<file path="src/rtl/mem_access_unit_pkg.sv">
// Shared encodings for the load/store stage: access sizes, FSM states,
// byte-enable patterns and the bus-lane helpers used when a request is accepted.
package mem_pkg;

    localparam logic [1:0] SZ_BYTE = 2'b00;
    localparam logic [1:0] SZ_HALF = 2'b01;
    localparam logic [1:0] SZ_WORD = 2'b10;

    typedef enum logic [1:0] {
        ST_IDLE = 2'd0,
        ST_REQ  = 2'd1,
        ST_DONE = 2'd2
    } mem_state_e;

    localparam logic [3:0] BE_NONE    = 4'b0000;
    localparam logic [3:0] BE_BYTE    = 4'b0001;
    localparam logic [3:0] BE_HALF_LO = 4'b0011;
    localparam logic [3:0] BE_HALF_HI = 4'b1100;
    localparam logic [3:0] BE_WORD    = 4'b1111;

    // Size 2'b11 is treated as a word everywhere.
    function automatic logic is_word(input logic [1:0] size);
        return size[1];
    endfunction

    function automatic logic [3:0] calc_be(input logic [1:0] size, input logic [1:0] lo);
        logic [3:0] be;
        if (is_word(size)) begin
            be = BE_WORD;
        end else if (size == SZ_HALF) begin
            be = lo[1] ? BE_HALF_HI : BE_HALF_LO;
        end else begin
            be = BE_BYTE << lo;
        end
        return be;
    endfunction

    function automatic logic [31:0] calc_wdata(input logic [1:0] size, input logic [31:0] sd);
        logic [31:0] wd;
        if (is_word(size)) begin
            wd = sd;
        end else if (size == SZ_HALF) begin
            wd = {2{sd[15:0]}};
        end else begin
            wd = {4{sd[7:0]}};
        end
        return wd;
    endfunction

endpackage

</file>
<file path="src/rtl/mem_access_unit_load_aligner.sv">
// Picks the addressed byte/halfword lane out of a bus word and extends it.
module load_aligner
    import mem_pkg::*;
(
    input  logic [31:0] rdata_i,
    input  logic [1:0]  addr_lo_i,
    input  logic [1:0]  size_i,
    input  logic        signed_i,
    output logic [31:0] data_o
);

    logic [7:0]  byte_lane;
    logic [15:0] half_lane;

    // Lane select followed by sign or zero extension; words pass untouched.
    always_comb begin
        unique case (addr_lo_i)
            2'd0:    byte_lane = rdata_i[7:0];
            2'd1:    byte_lane = rdata_i[15:8];
            2'd2:    byte_lane = rdata_i[23:16];
            default: byte_lane = rdata_i[31:24];
        endcase
        half_lane = addr_lo_i[1] ? rdata_i[31:16] : rdata_i[15:0];

        if (is_word(size_i)) begin
            data_o = rdata_i;
        end else if (size_i == SZ_HALF) begin
            data_o = {{16{signed_i & half_lane[15]}}, half_lane};
        end else begin
            data_o = {{24{signed_i & byte_lane[7]}}, byte_lane};
        end
    end

endmodule

</file>
<file path="src/rtl/mem_access_unit.sv">
// Load/store stage: one req/ack transaction per access, stalls the core while
// outstanding, aborts with bus_err after TIMEOUT cycles without an ack.
//
//   state   | meaning
//   --------+---------------------------------------------------------------
//   IDLE    | waiting for a valid request; stall asserted combinationally
//   REQ     | bus_req high, waiting for bus_ack or the timeout
//   DONE    | result (read_data/bus_err) valid, stall low for one cycle
module mem_access_unit
    import mem_pkg::*;
#(
    parameter int unsigned TIMEOUT = 255
) (
    input  logic        clk_i,
    input  logic        rst_n_i,
    input  logic [31:0] addr_i,
    input  logic [31:0] store_data_i,
    input  logic        mem_read_i,
    input  logic        mem_write_i,
    input  logic [1:0]  size_i,
    input  logic        load_signed_i,
    output logic [31:0] read_data_o,
    output logic        stall_o,
    output logic        addr_err_o,
    output logic        bus_err_o,
    output logic        bus_req_o,
    output logic        bus_we_o,
    output logic [31:0] bus_addr_o,
    output logic [31:0] bus_wdata_o,
    output logic [3:0]  bus_be_o,
    input  logic [31:0] bus_rdata_i,
    input  logic        bus_ack_i
);

    localparam int unsigned CNT_W = (TIMEOUT < 1) ? 1 : $clog2(TIMEOUT + 1);
    localparam logic [CNT_W-1:0] CNT_MAX = CNT_W'(TIMEOUT);
    localparam logic [CNT_W-1:0] CNT_SAT = {CNT_W{1'b1}};

    mem_state_e        state_q, state_d;
    logic [CNT_W-1:0]  cnt_q, cnt_d;
    logic [31:0]       bus_addr_q, bus_addr_d;
    logic [31:0]       bus_wdata_q, bus_wdata_d;
    logic [3:0]        bus_be_q, bus_be_d;
    logic              bus_we_q, bus_we_d;
    logic [1:0]        size_q, size_d;
    logic              sign_q, sign_d;
    logic [1:0]        lo_q, lo_d;
    logic [31:0]       read_data_q, read_data_d;
    logic              bus_err_q, bus_err_d;

    logic              req_any;
    logic              misalign;
    logic              req_valid;
    logic [31:0]       aligned_data;

    load_aligner u_load_aligner (
        .rdata_i   (bus_rdata_i),
        .addr_lo_i (lo_q),
        .size_i    (size_q),
        .signed_i  (sign_q),
        .data_o    (aligned_data)
    );

    // Misalignment check; a trapped access never reaches the FSM.
    always_comb begin
        req_any    = mem_read_i | mem_write_i;
        misalign   = ((size_i == SZ_HALF) & addr_i[0]) |
                     (is_word(size_i) & (addr_i[1:0] != 2'b00));
        addr_err_o = req_any & misalign;
        req_valid  = req_any & ~misalign;
    end

    // Next-state, request latching, timeout counting and result capture.
    always_comb begin
        state_d     = state_q;
        cnt_d       = cnt_q;
        bus_addr_d  = bus_addr_q;
        bus_wdata_d = bus_wdata_q;
        bus_be_d    = bus_be_q;
        bus_we_d    = bus_we_q;
        size_d      = size_q;
        sign_d      = sign_q;
        lo_d        = lo_q;
        read_data_d = read_data_q;
        bus_err_d   = bus_err_q;
        stall_o     = 1'b0;
        bus_req_o   = 1'b0;

        unique case (state_q)
            ST_IDLE: begin
                if (req_valid) begin
                    stall_o     = 1'b1;
                    bus_addr_d  = {addr_i[31:2], 2'b00};
                    bus_we_d    = mem_write_i;
                    bus_be_d    = calc_be(size_i, addr_i[1:0]);
                    bus_wdata_d = calc_wdata(size_i, store_data_i);
                    size_d      = size_i;
                    sign_d      = load_signed_i;
                    lo_d        = addr_i[1:0];
                    cnt_d       = '0;
                    state_d     = ST_REQ;
                end
            end
            ST_REQ: begin
                bus_req_o = 1'b1;
                stall_o   = 1'b1;
                // Ack is checked first so an ack on the timeout edge still succeeds.
                if (bus_ack_i) begin
                    if (!bus_we_q) begin
                        read_data_d = aligned_data;
                    end
                    state_d = ST_DONE;
                end else if (cnt_q == CNT_MAX) begin
                    bus_err_d   = 1'b1;
                    read_data_d = '0;
                    state_d     = ST_DONE;
                end else if (cnt_q != CNT_SAT) begin
                    cnt_d = cnt_q + CNT_W'(1);
                end
            end
            ST_DONE: begin
                bus_err_d = 1'b0;
                state_d   = ST_IDLE;
            end
            default: begin
                state_d = ST_IDLE;
            end
        endcase
    end

    // State and datapath registers with asynchronous active-low reset.
    always_ff @(posedge clk_i or negedge rst_n_i) begin
        if (!rst_n_i) begin
            state_q     <= ST_IDLE;
            cnt_q       <= '0;
            bus_addr_q  <= '0;
            bus_wdata_q <= '0;
            bus_be_q    <= BE_NONE;
            bus_we_q    <= 1'b0;
            size_q      <= SZ_BYTE;
            sign_q      <= 1'b0;
            lo_q        <= 2'b00;
            read_data_q <= '0;
            bus_err_q   <= 1'b0;
        end else begin
            state_q     <= state_d;
            cnt_q       <= cnt_d;
            bus_addr_q  <= bus_addr_d;
            bus_wdata_q <= bus_wdata_d;
            bus_be_q    <= bus_be_d;
            bus_we_q    <= bus_we_d;
            size_q      <= size_d;
            sign_q      <= sign_d;
            lo_q        <= lo_d;
            read_data_q <= read_data_d;
            bus_err_q   <= bus_err_d;
        end
    end

    assign read_data_o = read_data_q;
    assign bus_err_o   = bus_err_q;
    assign bus_we_o    = bus_we_q;
    assign bus_addr_o  = bus_addr_q;
    assign bus_wdata_o = bus_wdata_q;
    assign bus_be_o    = bus_be_q;

endmodule
</file>
<file path="config.mk">
export PLATFORM = sky130hd
export DESIGN_NAME = mem_access_unit
export DESIGN_NICKNAME = d
export VERILOG_FILES = /design/src/rtl/mem_access_unit_pkg.sv /design/src/rtl/mem_access_unit_load_aligner.sv /design/src/rtl/mem_access_unit.sv
export SDC_FILE = /design/constraint.sdc
export NUM_CORES = 1
export LEC_CHECK = 0
export CORE_MARGIN = 8
export CORE_UTILIZATION = 40
export CTS_CLUSTER_SIZE = 16
export DETAILED_ROUTE_END_ITERATION = 12
export GPL_TIMING_DRIVEN = 1
export PLACE_DENSITY = 0.85
export RECOVER_POWER = 25
export REMOVE_ABC_BUFFERS = 1
export SLEW_MARGIN = 20
export SYNTH_ARGS = -nofsm -noshare
export SYNTH_HDL_FRONTEND = slang
export SYNTH_SLANG_ARGS = --single-unit
</file>
<file path="constraint.sdc">
create_clock -name clk_i -period 1.7 [get_ports clk_i]
set_clock_uncertainty 0.1 [all_clocks]
set_input_delay 0.34 -clock clk_i [delete_from_list [all_inputs] [get_ports clk_i]]
set_output_delay 0.34 -clock clk_i [all_outputs]
set_load 0.02 [all_outputs]
</file>
# Word-level counts from Yosys, hierarchy flattened
# Cells that the tools add are included.
dict set report totals {
  ff_bits 115
  inputBits 104
}
dict set report classes {
  bitwise_logic 9
  shifts 1
  eq_ne 15
  n_reduce_logical 11
  n_addsub 1
  muxes 27
}
# operator count
set ops {}
lappend ops {{$mux W32} 7}
lappend ops {{$mux W8} 4}
lappend ops {{$pmux W8 S3} 1}
lappend ops {{$mux W16} 1}
lappend ops {{$pmux W8 S2} 1}
lappend ops {{$mux W4} 3}
lappend ops {{$ne A2 B2 Y1 const B} 6}
lappend ops {{$add A8 B1 Y8 const B} 1}
lappend ops {{$eq A2 B1 Y1 const B} 4}
lappend ops {{$eq A8 B8 Y1 const B} 1}
lappend ops {{$ne A8 B8 Y1 const B} 1}
lappend ops {{$reduce_bool A2 Y1} 4}
lappend ops {{$and A1 B1 Y1} 6}
lappend ops {{$mux W2} 3}
lappend ops {{$reduce_and A3 Y1} 2}
lappend ops {{$reduce_and A5 Y1} 1}
lappend ops {{$eq A2 B2 Y1 const B} 2}
lappend ops {{$logic_not A2 Y1} 2}
lappend ops {{$mux W1} 4}
lappend ops {{$pmux W1 S2} 2}
lappend ops {{$pmux W2 S2} 1}
lappend ops {{$reduce_and A2 Y1} 2}
lappend ops {{$shl A1 B2 Y4 const A} 1}
lappend ops {{$ne A3 B3 Y1 const B} 1}
lappend ops {{other kinds (2)} 3}

# Longest topological paths before layout
# Gate-level depths: netlist of the first run.
dict set report logic_depth {
  ltp_word 7
  ltp_mapped 7
  ltp_nobuf 5
}

# By module
# Synthesis of the first run repeated with hierarchy kept, for this count alone.
dict set report unflattened {
  cells_unflattened 488
  hier_area_um2 5571.6
}
# module area_each_um2 cells_per_inst n_inst
set modules_own_cells {}
lappend modules_own_cells {mem_access_unit 4874.7 382 1}
lappend modules_own_cells {load_aligner 696.9 106 1}

# Least setup slack after synthesis of the first run
# OpenSTA, ideal clock, no wires.
dict set report synth_path {
  path_type {register -> register}
  startpoint {reg lo_q[1]}
  endpoint {reg read_data_q[11] (netlist: read_data_o[11])}
  setup_slack_ns -0.080
  required_ns 1.479
  path_buffers 2
  setup_ns 0.121
  arrival_time_ns 1.559
  synth_period_minus_slack_ns 1.780
  stages_incl_launch_ff 7
  cell_sequence {dfrtp_1 buf_6 mux4_2 a211oi_2 nor2b_1 buf_6 a22o_1}
}
dict set report synth_via {
  elab_chain_len 7
  word_cells_on_any_way 10
  cone_classes {eq/ne: 2; mux: 6; bitwise: 1; reduce/logical: 1}
}
# element line_no
set synth_lines {}
lappend synth_lines {{start, declared} mem_access_unit.sv:47} ;# logic [1:0] lo_q, lo_d;
lappend synth_lines {{start signal, assigned} mem_access_unit.sv:154} ;# lo_q <= lo_d;
lappend synth_lines {{$eq A2 B2 Y1, or another cell as far along} mem_access_unit_load_aligner.sv:17} ;# unique case (addr_lo_i)
lappend synth_lines {{$pmux W8 S3} mem_access_unit_load_aligner.sv:17}
lappend synth_lines {{$and A1 B1 Y1} mem_access_unit_load_aligner.sv:30} ;# data_o = {{24{signed_i & byte_lane[7]}}, byte_lane};
lappend synth_lines {{$mux W32 *} mem_access_unit_load_aligner.sv:27} ;# end else if (size_i == SZ_HALF) begin
lappend synth_lines {{$mux W32 *} mem_access_unit_load_aligner.sv:25} ;# if (is_word(size_i)) begin
lappend synth_lines {{$mux W32 *} mem_access_unit.sv:109} ;# if (!bus_we_q) begin
lappend synth_lines {{$mux W32 *} mem_access_unit.sv:108} ;# if (bus_ack_i) begin
lappend synth_lines {{end signal, assigned} mem_access_unit.sv:155} ;# read_data_q <= read_data_d;
lappend synth_lines {{end, declared} mem_access_unit.sv:48} ;# logic [31:0] read_data_q, read_data_d;
# Mark *: on every way between the ends. The rest lies on a longest branch, timed or not. The select of a mux whose other input is x is not followed.
# A chain may end at the register's enable or synchronous reset.

# Worst setup path after layout of the first run
dict set report layout_path {
  startpoint {reg state_q[1]}
  endpoint {out stall_o}
}
dict set report layout_via {
  elab_chain_len 2
  word_cells_on_any_way 3
  cone_classes {eq/ne: 1; mux: 1; reduce/logical: 1}
}
# element line_no
set layout_lines {}
lappend layout_lines {{start, declared} mem_access_unit.sv:39} ;# mem_state_e state_q, state_d;
lappend layout_lines {{start signal, assigned} mem_access_unit.sv:146} ;# state_q <= state_d;
lappend layout_lines {{$eq A2 B1 Y1 / $logic_not A2 Y1 (equally long branches)} mem_access_unit.sv:89} ;# unique case (state_q)
lappend layout_lines {{$pmux W1 S2 *} mem_access_unit.sv:89}
lappend layout_lines {{end, declared} mem_access_unit.sv:23} ;# output logic stall_o,
# Mark *: on every way between the ends. The rest lies on a longest branch, timed or not.

==> summary.txt, run 1 <==
Synthesis
  – Ys async rst share: 100%
  – Mapped Area: 0.00538 sq mm
  – Top FF cell, synth: dfrtp_1
  – Synth warn: 0
  – Synth Register Bits: 115
  – Synth top area share: 53.5%
  – Number of flops mapped to enable cells by yosys: 0
  – Synth top area cells: dfrtp_1, nand2_1, o21ai_0
  – Register area share after synthesis: 53.5%
  – Post-Syn Area per Cell: 9.01 sq um
  – Leading area contributor after synthesis: dfrtp_1
  – Syn Inst Count: 597
  – Cell variety after synth: 48

Clock tree
  – Clock latency on the worst-skew pair: 410 ps
  – Cts bufs inserted: 17
  – Maximum clock insertion buffer count: 2
  – CTS clk-pin slew, worst paths: 50 ps
  – CTS tree: yes
  – Clock sinks: 115
  – H-tree levels: 4
  – Root buffer cell: clkbuf_16

Pwr
  – Total design power: 14800 uW
  – Worst IR drop on VDD: 904 uV
  – Clk network pwr share: 25.3%
  – Switch Pwr: 5770 uW
  – Internal power: 9040 uW
  – Sw Share: 38.9%
  – Combinational power share: 43.8%
  – Pleak: 0.00432 uW
  – Sequential power share: 30.9%
  – Pwr Density: 1680 mW/mm^2

STA
  – Slew HR: 55.6%
  – Final max-slew violation count: 0
  – Final WS setup: -67.8 ps
  – Slew @ Worst Pin: 666 ps
  – Final worst path period need: 1770 ps
  – Tcrit/Tclk final: 104%
  – RSZ-0062 raised after global routing: true
  – Fmax: 0.566 GHz
  – Final setup viols: 27
  – Hold Violations, Final: 0

Route
  – Initial DRC count: 474
  – Drt first pass iters: 5
  – DR vias/cell: 5.24
  – Via count: 5474
  – DR DRC count: 0
  – Routed WL per cell: 18.3 um
  – Final WL: 19.1 mm
  – Antenna Nets Post-Route: 0

Finish
  – Fillers: 1047
  – Fraction of layout cells with a size suffix above 1: 15.7%
  – End-of-flow core utilization: 66.9%
  – Synthesis-to-finish area growth: 64.0%
  – Nets: 960

GRT
  – First-pass GRT wire length: 30.4 mm
  – Initial antenna violation count: 1
  – Grt total ovfl: 0
  – Largest net degree at the start of global routing: 41
  – Total track usage: 21.8%
  – Vias in the first global route: 5790

Worst setup path
  – Worst setup SP type: flip-flop
  – Biggest cell delay along the critical path: 470 ps
  – CP Max Fanout: 6
  – CP endpoint kind: primary output
  – Critical path class: reg2out
  – CP max-delay cell: dfrtp_2
  – Crit path DAT: 1330 ps
  – Worst EP required: 1260 ps
  – Critical path cell sequence: nor2b_2 > inv_2 > o31ai_2 > buf_4

Place
  – Post-DP HPWL: 13.7 mm
  – # port buffers: 206
  – GPL Wtd Cong: 0.868

Run
  – Maxcap violations: 0

Die
  – I/O Pins: 209
  – Initial core utilization: 40.8%
  – Die ar.: 0.0174 sq mm
  – Row Count: 42
  – Core Box Area: 0.0132 sq mm
  – Die height: 132 um
  – DIE WIDTH: 132 um

Outcome
  – Status: finished, violations left
  – Failing checks: negative setup slack

Min path
  – Worst Hold Class: in2reg
worst max-delay path: cells and delay by family, from the launching register on:
kind,cells,cell delay (ps)
AOI/OAI and AO/OA,1,50
buffers and inverters,2,230
and+or+nand+nor,1,170
DFF,1,470
sequential cells by signal, summed over array words and instances, names as in the netlist:
signal       count
bus_addr_o      30
bus_be_o         4
bus_err_o        1
bus_wdata_o     32
bus_we_o         1
cnt_q            8
lo_q             2
read_data_o     32
sign_q           1
size_q           2
state_q          2
path summary, 6_finish.rpt:
kind                                            start                     endpoint  cells past startpoint  slack (ps)
min in group asynchronous                     rst_n_i  read_data_o[24]$_DFFE_PN0P_                      2         400
max                            state_q[1]$_DFFE_PN0P_                      stall_o                      4         -70
min reg2reg                bus_addr_o[14]$_DFFE_PN0P_   bus_addr_o[14]$_DFFE_PN0P_                      2         370
max in group asynchronous                     rst_n_i   bus_addr_o[24]$_DFFE_PN0P_                      3         190
max reg2reg                       lo_q[1]$_DFFE_PN0P_  read_data_o[15]$_DFFE_PN0P_                      4         -60
min                                        addr_i[24]   bus_addr_o[24]$_DFFE_PN0P_                      3         360
power groups by stage:
stage	combinational [uW]	clock (uW)	sequential, uW
floorplan	1760	0	5930
global placement	6740	0	4580
detailed placement	6880	0	4630
CTS	6350	3790	4570
global route	7040	3920	4720
finish	6480	3750	4580
per-layer routing:
metal  vias up  track usage, %  wire length, um
li1       2553               -                -
met1      2600            24.9             7480
met2       279            35.5             9210
met3        40            8.84             1960
met4         2            8.81              433
met5         -               0               10
Yosys cell counts (3+ instances only):
cell type,instances
o32ai_1,7
nor3_1,3
nor2_1,21
nor2b_1,4
buf_2,11
clkbuf_1,26
and3b_1,6
nand2b_1,5
o31ai_1,4
o21ai_0,64
nand3_1,11
a211o_1,6
inv_1,13
mux2i_1,25
nand2_1,181
a22o_1,8
a31oi_1,5
dfrtp_1,115
a21oi_1,46
timing repair:
action | in CTS | in global routing
hold buffers | 1 | 0
cloned | 2 | 1
setup buffers | 2 | 5
resized for setup | 157 | 25
endpoints found under the hold margin | 23 | 0
setup endpoints to repair | 142 | 37
pin swaps | 4 | 11
per-stage QoR:
| step | hold WS (ps) | std cells | instance area, sq um | setup TNS (ps) | setup slack [ps] |
|---|---|---|---|---|---|
| finish | 357 | 1044 | 8820 | -1100 | -67.8 |
| global placement | 188 | 1001 | 8070 | -43240 | -657 |
| CTS | 296 | 1037 | 8700 | -730 | -104 |
| floorplan | -55.6 | 555 | 5180 | -180710 | -2550 |
| detailed placement | 183 | 1001 | 8070 | -47020 | -689 |
| global route | 356 | 1043 | 8820 | -2930 | -127 |
area by class of cell:
| cell class | count | area [sq um] | share of cell area, % |
|---|---|---|---|
| multi-input combinational | 427 | 2400 | 27.2 |
| clock inverter | 10 | 156 | 1.77 |
| tap | 176 | 220 | 2.50 |
| inverter | 14 | 52.6 | 0.596 |
| sequential | 115 | 2880 | 32.6 |
| antenna | 1 | 2.50 | 0.0284 |
| timing repair buffer | 280 | 2650 | 30.0 |
| clock buffer | 21 | 460 | 5.22 |
kinds of logic (layout without fill, tap and decap cells):
logic type,after synthesis,in the layout,synth area share [%]
multiplexers,26,26,5.07
XOR/XNOR,1,1,0.163
other,1,3,0.0697
flip-flops,115,115,53.5
AND/OR/NAND/NOR,243,244,19.2
AO/OA/AOI/OAI,153,153,17.0
buffers and inverters,57,325,4.70
adder cells (fa/ha/maj),1,1,0.233
cells in the final DEF, fill, tap and decap left out, types with 2 or more instances in the layout:
cell type	synthesis	layout
o21ai_0	64	41
nor2b_1	4	2
o21ai_1	0	21
clkinv_2	0	4
clkdlybuf4s50_1	0	98
buf_12	0	9
nand2_1	181	180
o211ai_1	2	2
clkbuf_16	0	18
o31ai_2	0	2
buf_4	2	60
nand3_1	11	11
a21oi_1	46	42
o32ai_1	7	7
bufinv_16	0	4
inv_1	13	12
mux2i_1	25	25
a21oi_2	0	4
or2b_4	0	2
conb_1	1	2
and3b_1	6	6
buf_6	2	5
clkbuf_1	26	2
clkbuf_8	0	2
nor3_2	0	2
nand2b_1	5	4
a211o_1	6	6
dfrtp_1	115	114
dlygate4sd2_1	0	104
a22o_1	8	8
o31ai_1	4	2
a31oi_1	5	5
nor2_1	21	20
a211oi_1	2	2
No activity file was read; power rests on OpenSTA's default activity.
==> inputs of run 2 (changes only) <==
--- a/config.mk
+++ b/config.mk
@@ -17,3 +17,4 @@
 export SYNTH_ARGS = -nofsm -noshare
 export SYNTH_HDL_FRONTEND = slang
 export SYNTH_SLANG_ARGS = --single-unit
+export TNS_END_PERCENT = 10
==> summary.txt, run 2 (synthesized netlist as in run 1, its figures left out) <==
Outcome
  – Status: finished, violations left (unchanged)
  – Failing checks: negative setup slack (unchanged)

Worst setup path
  – Critical path class: reg2reg (was reg2out)
  – CP bufs+invs: 0 (was 2)
  – CP Max Fanout: 8 (was 6)
  – Reg-to-reg setup timing slack: -90 ps (was -60 ps)
  – Crit path DAT: 1990 ps (was 1330 ps)
  – Reg2reg start: lo_q[1]$_DFFE_PN0P_ (unchanged)
  – CP endpoint kind: flip-flop (was primary output)
  – RR Endpoint: read_data_o[14]$_DFFE_PN0P_ (was read_data_o[15]$_DFFE_PN0P_)
  – Worst EP required: 1900 ps (was 1260 ps)
  – Biggest cell delay along the critical path: 570 ps (was 470 ps)
  – Cells on worst reg2reg path: 4 (unchanged)
  – Crit-path leading delay family: multiplexers (was flip-flops)
  – CP max-delay cell: mux4_2 (was dfrtp_2)
  – Worst setup SP type: flip-flop (unchanged)
  – Critical path cell sequence: mux4_2 > a211oi_4 > nor2b_4 > a22o_1 (was nor2b_2 > inv_2 > o31ai_2 > buf_4)

Route
  – Via count: 5359 (was 5474)
  – DR vias/cell: 5.17 (was 5.24)
  – Final WL: 18.4 mm (was 19.1 mm)
  – DR DRC count: 0 (unchanged)
  – Antenna Nets Post-Route: 0 (unchanged)
  – Initial DRC count: 376 (was 474)
  – Routed WL per cell: 17.8 um (was 18.3 um)
  – Drt first pass iters: 5 (unchanged)

Place
  – # port buffers: 206 (unchanged)
  – Post-DP Area: 0.00807 sq mm (unchanged)
  – Setup WS pre-CTS: -689 ps (unchanged)
  – GPL Wtd Cong: 0.868 (unchanged)
  – Post-DP HPWL: 13.7 mm (unchanged)
  – Inst Count DP: 1001 (unchanged)

Clock tree
  – Clock sinks: 115 (unchanged)
  – Clock latency on the worst-skew pair: 410 ps (about the same)
  – CTS clk-pin slew, worst paths: 50 ps (about the same)
  – H-tree levels: 4 (unchanged)
  – Cts bufs inserted: 17 (unchanged)
  – Maximum clock insertion buffer count: 2 (unchanged)
  – Root buffer cell: clkbuf_16 (unchanged)
  – CTS tree: yes (unchanged)

STA
  – Setup tns final: -1050 ps (was -1100 ps)
  – Final max-slew violation count: 0 (unchanged)
  – Final WS setup: -88.7 ps (was -67.8 ps)
  – Final worst path period need: 1790 ps (was 1770 ps)
  – Final setup viols: 29 (was 27)
  – Fmax: 0.559 GHz (was 0.566 GHz)
  – Slew HR: 55.2% (was 55.6%)
  – Slew @ Worst Pin: 671 ps (was 666 ps)
  – RSZ-0062 raised after global routing: true (unchanged)
  – Hold Violations, Final: 0 (unchanged)
  – Tcrit/Tclk final: 105% (was 104%)

Finish
  – Fraction of layout cells with a size suffix above 1: 14.8% (was 15.7%)
  – Final Instance Area: 0.00867 sq mm (was 0.00882 sq mm)
  – Synthesis-to-finish area growth: 61.2% (was 64.0%)
  – Commonest cells after routing, fill and taps aside: nand2_1, dfrtp_1, dlygate4sd2_1 (unchanged)
  – Layout Cells excl Fill: 1037 (was 1044)
  – Nets: 953 (was 960)
  – Commonest non-fill, non-tap cell in the layout: nand2_1 (unchanged)

GRT
  – Initial antenna violation count: 1 (unchanged)
  – Largest net degree at the start of global routing: 41 (unchanged)
  – Vias in the first global route: 5718 (was 5790)
  – Grt total ovfl: 0 (unchanged)
  – First-pass GRT wire length: 29.8 mm (was 30.4 mm)
  – Total track usage: 21.3% (was 21.8%)

Die
  – Row Count: 42 (unchanged)
  – Die ar.: 0.0174 sq mm (unchanged)
  – I/O Pins: 209 (unchanged)
  – Initial core utilization: 40.8% (unchanged)
  – Core Box Area: 0.0132 sq mm (unchanged)
  – Die height: 132 um (unchanged)
  – DIE WIDTH: 132 um (unchanged)

Min path
  – Hold_sp: load_signed_i (was addr_i[24])
  – Hold EP: sign_q$_DFFE_PN0P_ (was bus_addr_o[24]$_DFFE_PN0P_)
  – Worst Hold Class: in2reg (unchanged)
  – Hold path depth: 3 (unchanged)

Pwr
  – Total design power: 14600 uW (was 14800 uW)
  – Worst IR drop on VDD: 901 uV (was 904 uV)
  – Pleak: 0.00426 uW (was 0.00432 uW)
  – Pwr Density: 1690 mW/mm^2 (was 1680 mW/mm^2)

Run
  – Maxcap violations: 0 (unchanged)
-- run 2: cell types whose count changed in the layout (fill, tap and decap cells not counted), sizes merged --
| cell | delta |
|---|---|
| or2b | -1 |
| buf | -5 |
| clkbuf | -1 |
-- run 2: layout make-up --
type                            count  area [sq um]
Antenna cell                        1          2.50
Clock buffer                       21           460
Sequential cell                   115          2880
Inverter                           14          52.6
Timing Repair Buffer              274          2540
Multi-Input combinational cell    426          2350
Fill cell                        1072          4520
Tap cell                          176           220
Clock inverter                     10           156
-- run 2: where the power goes --
| group | total [uW] | internal (uW) | leakage, uW | switching, uW |
|---|---|---|---|---|
| Sequential | 4580 | 3870 | 0.00144 | 711 |
| Combinational | 6300 | 2570 | 0.00252 | 3740 |
| Clock | 3750 | 2510 | 0.000303 | 1240 |
-- run 2: layer usage --
metal	global-route usage [%]	share of wire, %
met4	7.79	1.7
met2	34.8	49
met3	9.38	11
met5	0	0.054
met1	24.2	39
-- run 2: how the worst max path moves through the flow --
| stage | cells after the start | slack (ps) | from | to |
|---|---|---|---|---|
| after global routing | 4 | -160 | lo_q[1]$_DFFE_PN0P_ | read_data_o[16]$_DFFE_PN0P_ |
| after CTS | 4 | -90 | state_q[1]$_DFFE_PN0P_ | stall_o |
| final | 4 | -90 | lo_q[1]$_DFFE_PN0P_ | read_data_o[14]$_DFFE_PN0P_ |
| after detailed placement | 5 | -690 | addr_i[0] | stall_o |
| after floorplan | 3 | -2550 | addr_i[0] | bus_be_o[2]$_DFFE_PN0P_ |
| after global placement | 5 | -660 | addr_i[0] | stall_o |
-- run 2: timing repair --
item                                    CTS  global route
endpoints found under the hold margin    23             0
setup buffers                             1             2
gates resized for setup                 136            21
endpoints found under the setup margin  142            39
hold buffers                              1             0
pin swaps                                 3            12
-- run 2: tightest hold or removal path: cells and delay by family --
kind                   cells  cell delay (ps)
buffers and inverters      1              400
AND/OR/NAND/NOR            2               90
-- run 2: per-stage QoR --
stage          util [%]  hold slack (ps)
6_report           65.7              355
5_1_grt            65.7              356
4_1_cts            65.3              296
3_5_place_dp       61.1              183
3_3_place_gp       61.1              188
2_1_floorplan         -            -55.6
